$ cat src/rtl/uart_calc_seq_pkg.sv
// Shared definitions for the UART calculator sequencer.
// Holds the FSM state encoding, the op_code and res_err encodings, the ASCII
// byte constants recognised on the receive stream, and small decode helpers.
package uart_calc_seq_pkg;

    typedef enum logic [2:0] {
        S_GET_A     = 3'd0,
        S_GET_OP    = 3'd1,
        S_GET_B     = 3'd2,
        S_EXEC      = 3'd3,
        S_WAIT_DONE = 3'd4,
        S_RESULT    = 3'd5
    } state_t;

    localparam logic [1:0] OP_ADD = 2'b00;
    localparam logic [1:0] OP_SUB = 2'b01;
    localparam logic [1:0] OP_MUL = 2'b10;
    localparam logic [1:0] OP_DIV = 2'b11;

    localparam logic [1:0] ERR_OK  = 2'b00;
    localparam logic [1:0] ERR_ALU = 2'b01;
    localparam logic [1:0] ERR_OVF = 2'b10;
    localparam logic [1:0] ERR_TMO = 2'b11;

    localparam logic [7:0] ASC_LF    = 8'h0A;
    localparam logic [7:0] ASC_CR    = 8'h0D;  // carriage return: ignored like any other unlisted byte
    localparam logic [7:0] ASC_ESC   = 8'h1B;
    localparam logic [7:0] ASC_MUL   = 8'h2A;
    localparam logic [7:0] ASC_PLUS  = 8'h2B;
    localparam logic [7:0] ASC_MINUS = 8'h2D;
    localparam logic [7:0] ASC_DIV   = 8'h2F;
    localparam logic [7:0] ASC_0     = 8'h30;
    localparam logic [7:0] ASC_9     = 8'h39;

    // True for an ASCII decimal digit '0'..'9'.
    function automatic logic is_digit(input logic [7:0] b);
        return (b >= ASC_0) && (b <= ASC_9);
    endfunction

    // Operator byte decode: bit 2 = recognised operator, bits 1:0 = op_code.
    function automatic logic [2:0] op_decode(input logic [7:0] b);
        logic [2:0] r;
        case (b)
            ASC_PLUS:  r = {1'b1, OP_ADD};
            ASC_MINUS: r = {1'b1, OP_SUB};
            ASC_MUL:   r = {1'b1, OP_MUL};
            ASC_DIV:   r = {1'b1, OP_DIV};
            default:   r = 3'b000;
        endcase
        return r;
    endfunction

endpackage

$ cat src/rtl/uart_calc_seq_dec_accum.sv
// dec_accum: decimal operand accumulator.
// Ports:
//   clk, resetn  - clock, asynchronous active-low reset
//   byte_valid   - a received byte is presented and the FSM is collecting an operand
//   byte_data    - received byte
//   clr_acc      - clear accumulator and digit counter (operand end or ESC)
//   clr_ovf      - clear the sticky overflow flag (ESC or result accepted)
//   acc          - accumulated value, acc*10+digit modulo 2^WIDTH
//   cnt_nz       - at least one digit has been accumulated
//   ovf          - sticky: a digit arrived after MAX_DIGITS digits were taken
module dec_accum
    import uart_calc_seq_pkg::*;
#(
    parameter int WIDTH      = 32,
    parameter int MAX_DIGITS = 9
) (
    input  logic             clk,
    input  logic             resetn,
    input  logic             byte_valid,
    input  logic [7:0]       byte_data,
    input  logic             clr_acc,
    input  logic             clr_ovf,
    output logic [WIDTH-1:0] acc,
    output logic             cnt_nz,
    output logic             ovf
);

    localparam int CNT_W = $clog2(MAX_DIGITS + 1);

    logic [WIDTH-1:0] acc_r;
    logic [CNT_W-1:0] cnt_r;
    logic             ovf_r;
    logic             digit_s;
    logic             at_max_s;
    logic [WIDTH-1:0] acc_nxt_s;

    // Digit detect and next accumulator value (x*10 as x*8 + x*2).
    always_comb begin
        digit_s   = byte_valid && is_digit(byte_data);
        at_max_s  = (cnt_r == CNT_W'(MAX_DIGITS));
        acc_nxt_s = (acc_r << 3'd3) + (acc_r << 3'd1) + WIDTH'(byte_data[3:0]);
    end

    // Accumulator and digit counter; a digit beyond the limit leaves both untouched.
    always_ff @(posedge clk or negedge resetn) begin
        if (!resetn) begin
            acc_r <= '0;
            cnt_r <= '0;
        end else if (clr_acc) begin
            acc_r <= '0;
            cnt_r <= '0;
        end else if (digit_s && !at_max_s) begin
            acc_r <= acc_nxt_s;
            cnt_r <= cnt_r + CNT_W'(1);
        end
    end

    // Sticky overflow flag; clearing wins over a simultaneous set.
    always_ff @(posedge clk or negedge resetn) begin
        if (!resetn) begin
            ovf_r <= 1'b0;
        end else if (clr_ovf) begin
            ovf_r <= 1'b0;
        end else if (digit_s && at_max_s) begin
            ovf_r <= 1'b1;
        end
    end

    assign acc    = acc_r;
    assign cnt_nz = (cnt_r != '0);
    assign ovf    = ovf_r;

endmodule

$ cat src/rtl/uart_calc_seq.sv
// uart_calc_seq: parses "<a>LF<op><b>LF" from a UART byte stream, drives an
// external arithmetic unit and presents the result with a valid/ready handshake.
// Ports:
//   clk, resetn            - clock, asynchronous active-low reset
//   rx_data, rx_valid      - received byte and its one-cycle strobe
//   op_a, op_b, op_code    - operands and operation to the arithmetic unit
//   alu_start              - one-cycle start pulse
//   alu_done, alu_result, alu_err - completion strobe, result and error flag
//   res_valid, res_ready   - result handshake
//   res_data, res_err      - result value and status
//   busy                   - high whenever the block is not waiting for operand A
module uart_calc_seq
    import uart_calc_seq_pkg::*;
#(
    parameter int WIDTH       = 32,
    parameter int MAX_DIGITS  = 9,
    parameter int TIMEOUT_CYC = 65535
) (
    input  logic             clk,
    input  logic             resetn,
    input  logic [7:0]       rx_data,
    input  logic             rx_valid,
    output logic [WIDTH-1:0] op_a,
    output logic [WIDTH-1:0] op_b,
    output logic [1:0]       op_code,
    output logic             alu_start,
    input  logic             alu_done,
    input  logic [WIDTH-1:0] alu_result,
    input  logic             alu_err,
    output logic             res_valid,
    input  logic             res_ready,
    output logic [WIDTH-1:0] res_data,
    output logic [1:0]       res_err,
    output logic             busy
);

    localparam int TMO_W = $clog2(TIMEOUT_CYC + 1);

    state_t           state_r;
    state_t           state_nxt_s;
    logic [TMO_W-1:0] tmo_cnt_r;

    logic [WIDTH-1:0] acc_s;
    logic             cnt_nz_s;
    logic             ovf_s;
    logic             acc_en_s;
    logic             clr_acc_s;
    logic             clr_ovf_s;
    logic             load_a_s;
    logic             load_b_s;
    logic             load_op_s;
    logic             start_s;
    logic             done_cap_s;
    logic             tmo_s;
    logic             ovf_res_s;
    logic             accept_s;
    logic [2:0]       op_dec_s;
    logic             esc_s;
    logic             lf_end_s;

    logic [WIDTH-1:0] op_a_r;
    logic [WIDTH-1:0] op_b_r;
    logic [1:0]       op_code_r;
    logic             alu_start_r;
    logic             res_valid_r;
    logic [WIDTH-1:0] res_data_r;
    logic [1:0]       res_err_r;
    logic             busy_r;

    dec_accum #(
        .WIDTH      (WIDTH),
        .MAX_DIGITS (MAX_DIGITS)
    ) u_dec_accum (
        .clk        (clk),
        .resetn     (resetn),
        .byte_valid (acc_en_s),
        .byte_data  (rx_data),
        .clr_acc    (clr_acc_s),
        .clr_ovf    (clr_ovf_s),
        .acc        (acc_s),
        .cnt_nz     (cnt_nz_s),
        .ovf        (ovf_s)
    );

    // FSM state register.
    always_ff @(posedge clk or negedge resetn) begin
        if (!resetn) begin
            state_r <= S_GET_A;
        end else begin
            state_r <= state_nxt_s;
        end
    end

    // Next-state decode and per-cycle control strobes.
    always_comb begin
        state_nxt_s = state_r;
        acc_en_s    = 1'b0;
        clr_acc_s   = 1'b0;
        clr_ovf_s   = 1'b0;
        load_a_s    = 1'b0;
        load_b_s    = 1'b0;
        load_op_s   = 1'b0;
        start_s     = 1'b0;
        done_cap_s  = 1'b0;
        tmo_s       = 1'b0;
        ovf_res_s   = 1'b0;
        accept_s    = 1'b0;
        op_dec_s    = op_decode(rx_data);
        esc_s       = rx_valid && (rx_data == ASC_ESC);
        // An LF only ends an operand once at least one digit was seen.
        lf_end_s    = rx_valid && (rx_data == ASC_LF) && cnt_nz_s;
        case (state_r)
            S_GET_A: begin
                acc_en_s = rx_valid;
                if (esc_s) begin
                    clr_acc_s = 1'b1;
                    clr_ovf_s = 1'b1;
                end else if (lf_end_s) begin
                    load_a_s    = 1'b1;
                    clr_acc_s   = 1'b1;
                    state_nxt_s = S_GET_OP;
                end else begin
                    state_nxt_s = S_GET_A;
                end
            end
            S_GET_OP: begin
                if (esc_s) begin
                    clr_acc_s   = 1'b1;
                    clr_ovf_s   = 1'b1;
                    state_nxt_s = S_GET_A;
                end else if (rx_valid && op_dec_s[2]) begin
                    load_op_s   = 1'b1;
                    state_nxt_s = S_GET_B;
                end else begin
                    state_nxt_s = S_GET_OP;
                end
            end
            S_GET_B: begin
                acc_en_s = rx_valid;
                if (esc_s) begin
                    clr_acc_s   = 1'b1;
                    clr_ovf_s   = 1'b1;
                    state_nxt_s = S_GET_A;
                end else if (lf_end_s) begin
                    load_b_s    = 1'b1;
                    clr_acc_s   = 1'b1;
                    // The start pulse is registered, so it is decided here
                    // and appears exactly during the EXEC cycle.
                    start_s     = !ovf_s;
                    state_nxt_s = S_EXEC;
                end else begin
                    state_nxt_s = S_GET_B;
                end
            end
            S_EXEC: begin
                if (ovf_s) begin
                    ovf_res_s   = 1'b1;
                    state_nxt_s = S_RESULT;
                end else begin
                    state_nxt_s = S_WAIT_DONE;
                end
            end
            S_WAIT_DONE: begin
                if (alu_done) begin
                    done_cap_s  = 1'b1;
                    state_nxt_s = S_RESULT;
                end else if (tmo_cnt_r == TMO_W'(TIMEOUT_CYC - 1)) begin
                    // Counter would reach TIMEOUT_CYC on this edge.
                    tmo_s       = 1'b1;
                    state_nxt_s = S_RESULT;
                end else begin
                    state_nxt_s = S_WAIT_DONE;
                end
            end
            S_RESULT: begin
                if (res_ready) begin
                    accept_s    = 1'b1;
                    clr_ovf_s   = 1'b1;
                    state_nxt_s = S_GET_A;
                end else begin
                    state_nxt_s = S_RESULT;
                end
            end
            default: begin
                state_nxt_s = S_GET_A;
            end
        endcase
    end

    // Wait-for-done cycle counter: zero on the first WAIT_DONE cycle.
    always_ff @(posedge clk or negedge resetn) begin
        if (!resetn) begin
            tmo_cnt_r <= '0;
        end else if (state_r != S_WAIT_DONE) begin
            tmo_cnt_r <= '0;
        end else begin
            tmo_cnt_r <= tmo_cnt_r + TMO_W'(1);
        end
    end

    // Operand, operation and control output registers.
    always_ff @(posedge clk or negedge resetn) begin
        if (!resetn) begin
            op_a_r      <= '0;
            op_b_r      <= '0;
            op_code_r   <= 2'b00;
            alu_start_r <= 1'b0;
            busy_r      <= 1'b0;
        end else begin
            alu_start_r <= start_s;
            busy_r      <= (state_nxt_s != S_GET_A);
            if (load_a_s) begin
                op_a_r <= acc_s;
            end
            if (load_b_s) begin
                op_b_r <= acc_s;
            end
            if (load_op_s) begin
                op_code_r <= op_dec_s[1:0];
            end
        end
    end

    // Result registers and handshake.
    always_ff @(posedge clk or negedge resetn) begin
        if (!resetn) begin
            res_valid_r <= 1'b0;
            res_data_r  <= '0;
            res_err_r   <= ERR_OK;
        end else if (done_cap_s) begin
            res_valid_r <= 1'b1;
            res_data_r  <= alu_result;
            res_err_r   <= alu_err ? ERR_ALU : ERR_OK;
        end else if (tmo_s) begin
            res_valid_r <= 1'b1;
            res_data_r  <= '0;
            res_err_r   <= ERR_TMO;
        end else if (ovf_res_s) begin
            res_valid_r <= 1'b1;
            res_data_r  <= '0;
            res_err_r   <= ERR_OVF;
        end else if (accept_s) begin
            res_valid_r <= 1'b0;
        end
    end

    assign op_a      = op_a_r;
    assign op_b      = op_b_r;
    assign op_code   = op_code_r;
    assign alu_start = alu_start_r;
    assign res_valid = res_valid_r;
    assign res_data  = res_data_r;
    assign res_err   = res_err_r;
    assign busy      = busy_r;

endmodule

$ cat config.mk
export PLATFORM = sky130hd
export DESIGN_NAME = uart_calc_seq
export DESIGN_NICKNAME = d
export VERILOG_FILES = /design/src/rtl/uart_calc_seq_pkg.sv /design/src/rtl/uart_calc_seq_dec_accum.sv /design/src/rtl/uart_calc_seq.sv
export SDC_FILE = /design/constraint.sdc
export NUM_CORES = 1
export LEC_CHECK = 0
export BUFFER_PORTS_ARGS = -buffer_cell sky130_fd_sc_hd__buf_2
export CAP_MARGIN = 10
export CORE_MARGIN = 2
export CORE_UTILIZATION = 40
export DETAILED_ROUTE_END_ITERATION = 7
export PLACE_DENSITY = 0.69
export SLEW_MARGIN = 0
export SYNTH_ARGS = -nofsm -noshare
export SYNTH_HDL_FRONTEND = slang
export SYNTH_SLANG_ARGS = --single-unit
$ cat constraint.sdc
create_clock -name clk -period 6.4 [get_ports clk]
set_input_delay 0.64 -clock clk [delete_from_list [all_inputs] [get_ports clk]]
set_output_delay 0.64 -clock clk [all_outputs]
set_load 0.03 [all_outputs]
# --- Yosys cells after proc, flatten, opt, wreduce, memory -nomap -nowiden ---
# Cells that the tools add are included.
totals:
  regBits: 159
  inputBits: 46
  output_inout_bits: 103
  word_cells: 106
op_classes:
  add_sub_neg: 4
  magnitude_cmp: 2
  n_eq_ne: 14
  muxes: 54
  n_reduce_logical: 19
ops:
  columns: ["op", "count"]
  rows:
  - ["$mux W32", 5]
  - ["$mux W1", 34]
  - ["$add A32 B32 Y32", 1]
  - ["$add A32 B4 Y32", 1]
  - ["$eq A8 B6 Y1 const B", 4]
  - ["$pmux W3 S6", 1]
  - ["$add A16 B1 Y16 const B", 1]
  - ["$eq A16 B16 Y1 const B", 1]
  - ["$mux W16", 1]
  - ["$mux W2", 6]
  - ["$pmux W3 S4", 1]
  - ["$eq A8 B4 Y1 const B", 1]
  - ["$eq A8 B5 Y1 const B", 1]
  - ["$ge A8 B6 Y1 const B", 1]
  - ["$le A8 B6 Y1 const B", 1]
  - ["$logic_and A1 B1 Y1", 8]
  - ["$mux W4", 2]
  - ["$reduce_bool A4 Y1", 2]
  - ["$eq A3 B2 Y1 const B", 2]
  - ["$eq A3 B3 Y1 const B", 2]
  - ["$mux W3", 2]
  - ["$reduce_bool A3 Y1", 2]
  - ["$add A4 B1 Y4 const B", 1]
  - ["$eq A4 B4 Y1 const B", 1]
  - ["other kinds (8)", 11]

# --- Logic depth before layout (Yosys ltp) ---
depth:
  word_depth: 7
  mapped_depth: 11
  depth_no_buf: 11

# --- Modules after synthesis ---
# A second synthesis with hierarchy kept.
hier_totals:
  hier_cells: 781
  area_unflattened_um2: 8545.7
modules_own_cells:
  columns: ["module", "n_inst", "cells_per_inst", "area_per_inst_um2", "seq_area_each_um2"]
  rows:
  - ["uart_calc_seq", 1, 354, 4923.5, 3052.9]
  - ["dec_accum", 1, 427, 3622.2, 925.9]

# --- Worst setup path after synthesis ---
# No wires, ideal clock.
synth_path:
  path_type: "input port to flip-flop"
  start: "in rx_data[3]"
  end: "reg u_dec_accum.acc_r[16] (netlist: u_dec_accum.acc[16])"
  setup_time_ns: 0.122
  t_arrival_ns: 3.179
  required_time_ns: 6.278
  path_slack_ns: 3.100
  path_stages: 11
  n_path_buf: 0
  path_cell_list: "inv_1 -> fa_1 -> inv_1 -> fa_1 -> a211oi_1 -> o21bai_1 -> o21a_1 -> o21a_1 -> o21a_1 -> or3_1 -> a32o_1"
synth_via:
  elab_chain_cells: 7
  word_cells_on_any_way: 18
  cone_classes: "add/sub: 1; order compare: 2; eq/ne: 2; mux: 6; reduce/logical: 7"
synth_lines:
  columns: ["item", "line_no", "rtl"]
  rows:
  - ["from (decl)", "uart_calc_seq.sv:21", "input logic [7:0] rx_data,"]
  - ["branches (longest 7 deep; another with $add A32 B4 Y32)", null, null]
  - ["to (signal assigned)", "uart_calc_seq_dec_accum.sv:53", "acc_r <= acc_nxt_s;"]
  - ["to (decl)", "uart_calc_seq_dec_accum.sv:30", "logic [WIDTH-1:0] acc_r;"]
# Parallel ways; which one is timed is not known. The select of a mux whose other input is x is not followed.
# A chain may end at the register's enable or synchronous reset.

# --- Worst setup path after layout ---
layout_path:
  start: "reg u_dec_accum.acc_r[0] (netlist: u_dec_accum.acc[0])"
  end: "reg u_dec_accum.acc_r[16] (netlist: u_dec_accum.acc[16])"
layout_via:
  elab_chain_cells: 4
layout_lines:
  columns: ["item", "line_no", "rtl"]
  rows:
  - ["$add A32 B32 Y32", "uart_calc_seq_dec_accum.sv:41", "acc_nxt_s = (acc_r << 3'd3) + (acc_r << 3'd1) + WIDTH'(byte_data[3:0]);"]
  - ["$add A32 B4 Y32", "uart_calc_seq_dec_accum.sv:41", null]
  - ["$mux W32", "uart_calc_seq_dec_accum.sv:52", "end else if (digit_s && !at_max_s) begin"]
  - ["$mux W32", "uart_calc_seq_dec_accum.sv:49", "end else if (clr_acc) begin"]
# Every way passes these cells. The select of a mux whose other input is x is not followed.

==> results list <==
- Setup repair after global routing left no endpoint under its margin.
- For the pin with the worst max-slew slack, the measured transition is 1.06 ns.
- First-pass DRT Iterations: 4
- The tool flagged a number of max-cap violations equal to 0.
- Final Non-Filler Cells: roughly 1200
- Across all setup checks in the final design, the least slack found is roughly 3.1 ns.
- CTS root buffer: sky130_fd_sc_hd__clkbuf_16
* Cell taking the most area after synthesis: sky130_fd_sc_hd__dfrtp_1
- Final Cycle Share: 51.1%
- Proportion of power drawn by the clock network: 31.3%
- Cells with a size suffix above 1 make up about 29% of the layout.
- Starting DRT DRC Count: 309
* Number of synthesized register bits: about 160
- Pin placement for this block handled between 100 and 150 I/O pins.
- CTS tree: built
- Dividing the synthesized area by the synthesized cell count gives 11.0 um^2.
- Required @ worst endpoint: 6.73 ns
- Of the post-synthesis cell area, the dominant cell type holds 48.4%.
- Worst-case setup slack after placement: approximately 2.8 ns
- The number of antenna diodes in the final layout is 0.
* Quantity of I/O buffers inserted on ports: 148
* Post-cts hold buffer count: 0
- The detailed router placed between 6000 and 7000 vias in this run.
- The first global-routing pass estimated about 31 mm of wire.
* Mapped cell area: a little over 8000 um^2
* Number of library cell types mapped by synthesis: 58
- Summed over all layers, the routed wires come to 19.2 mm.
* Crit path capture type: register
- The number of nets in the synthesized netlist is 858.
- Cell internal power was estimated by the tool at 2.01 mW.
- Power, Total: 3.17 mW
- For the worst-skew pair, the clock arrives at the later sink with an insertion delay of 0.44 ns.
* TNS Setup: 0 ns
* Critical path's most frequent cell: sky130_fd_sc_hd__o21a_1
- Of all flip-flops after synthesis, the portion carrying an async set or reset was between 90% and 100%.
* Placed cell count: 1143
- Entering global routing, the biggest net connects between 90 and 100 pins.
- For this run, the post-layout net count is ~1000.
* Proportion of total power due to net switching: 36.7%
- Global routing consumed, over all layers together, 18.0% of the routing resources.
- P per Cell Area: 322 nW/um^2
- Sequential share of the synthesized area: between 40% and 50%
- The min-delay analysis places its worst path in the category in -> async.
- Once the clock tree was built, the setup fixing pass inserted 0 buffers.
* Count of filler cells inserted in the layout: 1906
- In this run the tightest slew margin relative to its limit is 29.2%.
- Using the TritonRoute via totals, the vias-per-cell ratio works out to 5.30.
* Main synth FF type: sky130_fd_sc_hd__dfrtp_1
- Reg-to-reg slack, setup: between 3 and 4 ns
- Post-route worst hold slack: 0.252 ns
* Number of buffers on the longest clock path: 2
- In this run, synthesis inferred 0 flip-flops with an integrated enable.
- Part of the total power dissipated in sequential elements: 40.2%
- Static timing analysis puts the maximum clock frequency at 306 MHz.
- The worst setup path is of the reg -> reg kind.
- The flow ran to the end, and the final reports show no timing, DRC or antenna violations.
- The number of pins with negative max-slew slack in the final report is 0.
* Warnings from Yosys: 0
- Starting density of the core: 40.6%
- Number of buffer and inverter instances along the worst setup path: 2
- Chip Width: 147 um
- In this design, the stage delay of the slowest critical-path cell is 0.50 ns.
* Ranking of synthesized cells by instance count: 159 x sky130_fd_sc_hd__dfrtp_1, 69 x sky130_fd_sc_hd__nand2_1, 63 x sky130_fd_sc_hd__ha_1, 63 x sky130_fd_sc_hd__mux2_2, 44 x sky130_fd_sc_hd__o21ai_0
- Cell depth of the worst flop-to-flop path: 11
* Overflow left after global routing: 0
* Number of buffers created by CTS: 17
* Kind of cell adding the most delay to the critical path: compound AO/OA/AOI/OAI gates
* Max FO, Critical Path: 6
- Post-Syn Instances: 747
- After layout, the minimum clock period comes to 3.27 ns.
* Count of nets left with antenna violations after detail routing: 0
- Reg-to-reg critical path endpoint: u_dec_accum.acc[16]$_DFFE_PN0P_
- DRC violation count after routing: 0
- Highest ir drop seen on vdd: 0.193 mV
- Once detailed placement completed, the half-perimeter wirelength came to around 13 mm.
- Yosys attributes the largest share of cell area to sky130_fd_sc_hd__dfrtp_1 48%, sky130_fd_sc_hd__ha_1 9.6%, sky130_fd_sc_hd__mux2_2 8.6%, sky130_fd_sc_hd__a22o_1 3.6%, sky130_fd_sc_hd__nand2_1 3.1%.
- Startpoint of the worst-slack reg-to-reg timing path: u_dec_accum.acc[0]$_DFFE_PN0P_
- Y dimension of the die: 147 um
* Die Outline Area: 21700 um^2
- The multi-input combinational cells in the finished layout cover a total of 4060 um^2.
* Sequential Area: approximately 4000 um^2
* Post-CTS sizing: 0
- In the post-synthesis netlist, the cell with the most instances is sky130_fd_sc_hd__dfrtp_1.
* Clock Sinks: 159
- Worst path cell trace: inv_1 -> fa_1 -> inv_1 -> fa_1 -> a211oi_1 -> o21bai_1 -> o21a_1 -> o21a_1 -> o21a_1 -> or3_1 -> a32o_1
- For this design the total switching power over the nets is 1.16 mW.
- Routability-driven placement finished with a final weighted congestion of between 0.8 and 0.9.
- Of the total power, combinational logic draws about 28%.
* Number of setup violations in the final report: 0
- Worst Clk Skew: 0.0160 ns
- Number of antenna violations at the first check in global routing: 0
- Row count: 52
- Hold Violations, Final: 0
- The via count of the first global-routing pass came to 6210.
- For the worst setup path, the data arrival time is 3.59 ns.
- The worst setup path is launched from a register.
- Relative area change from synthesis to final layout: 19.6%
- Std-Cell Core Area: 20200 um^2
- H-tree levels: 4
- Dividing the detail-routed wire length by the instance count gives 16.3 um.
* Leakage power summed over all cells: ~5.2 nW
* Clock-pin slew on the worst setup and hold paths: roughly 0.070 ns
- The slowest stage of the critical path belongs to the cell sky130_fd_sc_hd__fa_1.
==> cells by family (layout without fill, tap and decap cells) <==
group | Yosys count | in the layout | share of synthesized area [%]
mux | 66 | 66 | 8.99
simple gates | 188 | 188 | 11.1
flops | 159 | 159 | 48.4
fa+ha+maj | 65 | 65 | 10.1
compound gates | 184 | 184 | 15.3
xor+xnor | 35 | 35 | 3.73
buf+inv | 50 | 208 | 2.46
==> cell type report <==
type                       instances  share of cell area [%]
timing repair buffer             156                    8.21
tap                              270                    3.44
inverter                          20                   0.764
clock buffer                      17                    4.33
clock inverter                    15                    1.50
multi-input combinational        538                    41.3
sequential                       159                    40.5
==> registers in the layout (all words and copies together), names as in the netlist <==
name,cells
u_dec_accum.ovf,1
u_dec_accum.acc,32
res_valid,1
state_r,3
op_code,2
res_data,32
res_err,2
alu_start,1
tmo_cnt_r,16
op_a,32
u_dec_accum.cnt_r,4
busy,1
op_b,32
==> power by group through the flow <==
stage | combinational [mW] | clock [mW] | sequential [mW]
2_1_floorplan | 0.427 | 0 | 1.48
3_3_place_gp | 0.894 | 0 | 1.29
3_5_place_dp | 0.900 | 0 | 1.29
4_1_cts | 0.907 | 1.02 | 1.27
5_1_grt | 0.987 | 1.06 | 1.30
6_report | 0.904 | 0.993 | 1.27
==> per-layer routing <==
| layer | vias up | global-route usage, % | part of all wire (%) |
|---|---|---|---|
| li1 | 3007 | - | - |
| met1 | 3054 | 24.6 | 48 |
| met2 | 138 | 28.6 | 47 |
| met3 | 26 | 2.99 | 3.6 |
| met4 | 0 | 7.50 | 1.8 |
| met5 | - | 0 | 0 |
==> layout by cell type (no fill, tap or decap), types with 8 or more instances in the layout <==
cell,synthesis,routed
sky130_fd_sc_hd__clkbuf_16,0,17
sky130_fd_sc_hd__nor2_1,42,41
sky130_fd_sc_hd__mux2_2,63,63
sky130_fd_sc_hd__nand2_1,69,69
sky130_fd_sc_hd__o21ai_0,44,43
sky130_fd_sc_hd__nand3_1,10,10
sky130_fd_sc_hd__buf_2,12,147
sky130_fd_sc_hd__nor2b_1,8,8
sky130_fd_sc_hd__inv_1,20,20
sky130_fd_sc_hd__a21o_1,15,15
sky130_fd_sc_hd__xor2_1,17,17
sky130_fd_sc_hd__ha_1,63,63
sky130_fd_sc_hd__nand4_1,12,12
sky130_fd_sc_hd__buf_4,0,8
sky130_fd_sc_hd__xnor2_1,18,18
sky130_fd_sc_hd__a22o_1,34,34
sky130_fd_sc_hd__dfrtp_1,159,159
sky130_fd_sc_hd__or3_1,8,8
sky130_fd_sc_hd__a21oi_1,35,35
==> worst reg2reg max path: cells and delay by family, from the launching register on <==
kind	cells	cell delay, ns
adder cells (fa/ha/maj)	2	0.98
AND/OR/NAND/NOR	1	0.31
AO/OA/AOI/OAI	6	1.34
buffers and inverters	2	0.16
flip-flops	1	0.39
==> worst max-delay path by stage <==
stage	from	to	depth (start not counted)
global route	u_dec_accum.acc[0]$_DFFE_PN0P_	u_dec_accum.acc[16]$_DFFE_PN0P_	11
global placement	rx_data[3]	u_dec_accum.acc[16]$_DFFE_PN0P_	12
finish	u_dec_accum.acc[0]$_DFFE_PN0P_	u_dec_accum.acc[16]$_DFFE_PN0P_	11
detailed placement	rx_data[3]	u_dec_accum.acc[16]$_DFFE_PN0P_	12
floorplan	rx_data[3]	u_dec_accum.acc[16]$_DFFE_PN0P_	11
CTS	u_dec_accum.acc[0]$_DFFE_PN0P_	u_dec_accum.acc[16]$_DFFE_PN0P_	11
==> through the flow <==
step	utilization, %	cell area (um^2)
3_5_place_dp	45.8	9260
5_1_grt	48.6	9830
6_report	48.6	9830
4_1_cts	48.6	9830
3_3_place_gp	45.8	9260
2_1_floorplan	-	8220
(Power assumes the default switching activity.)
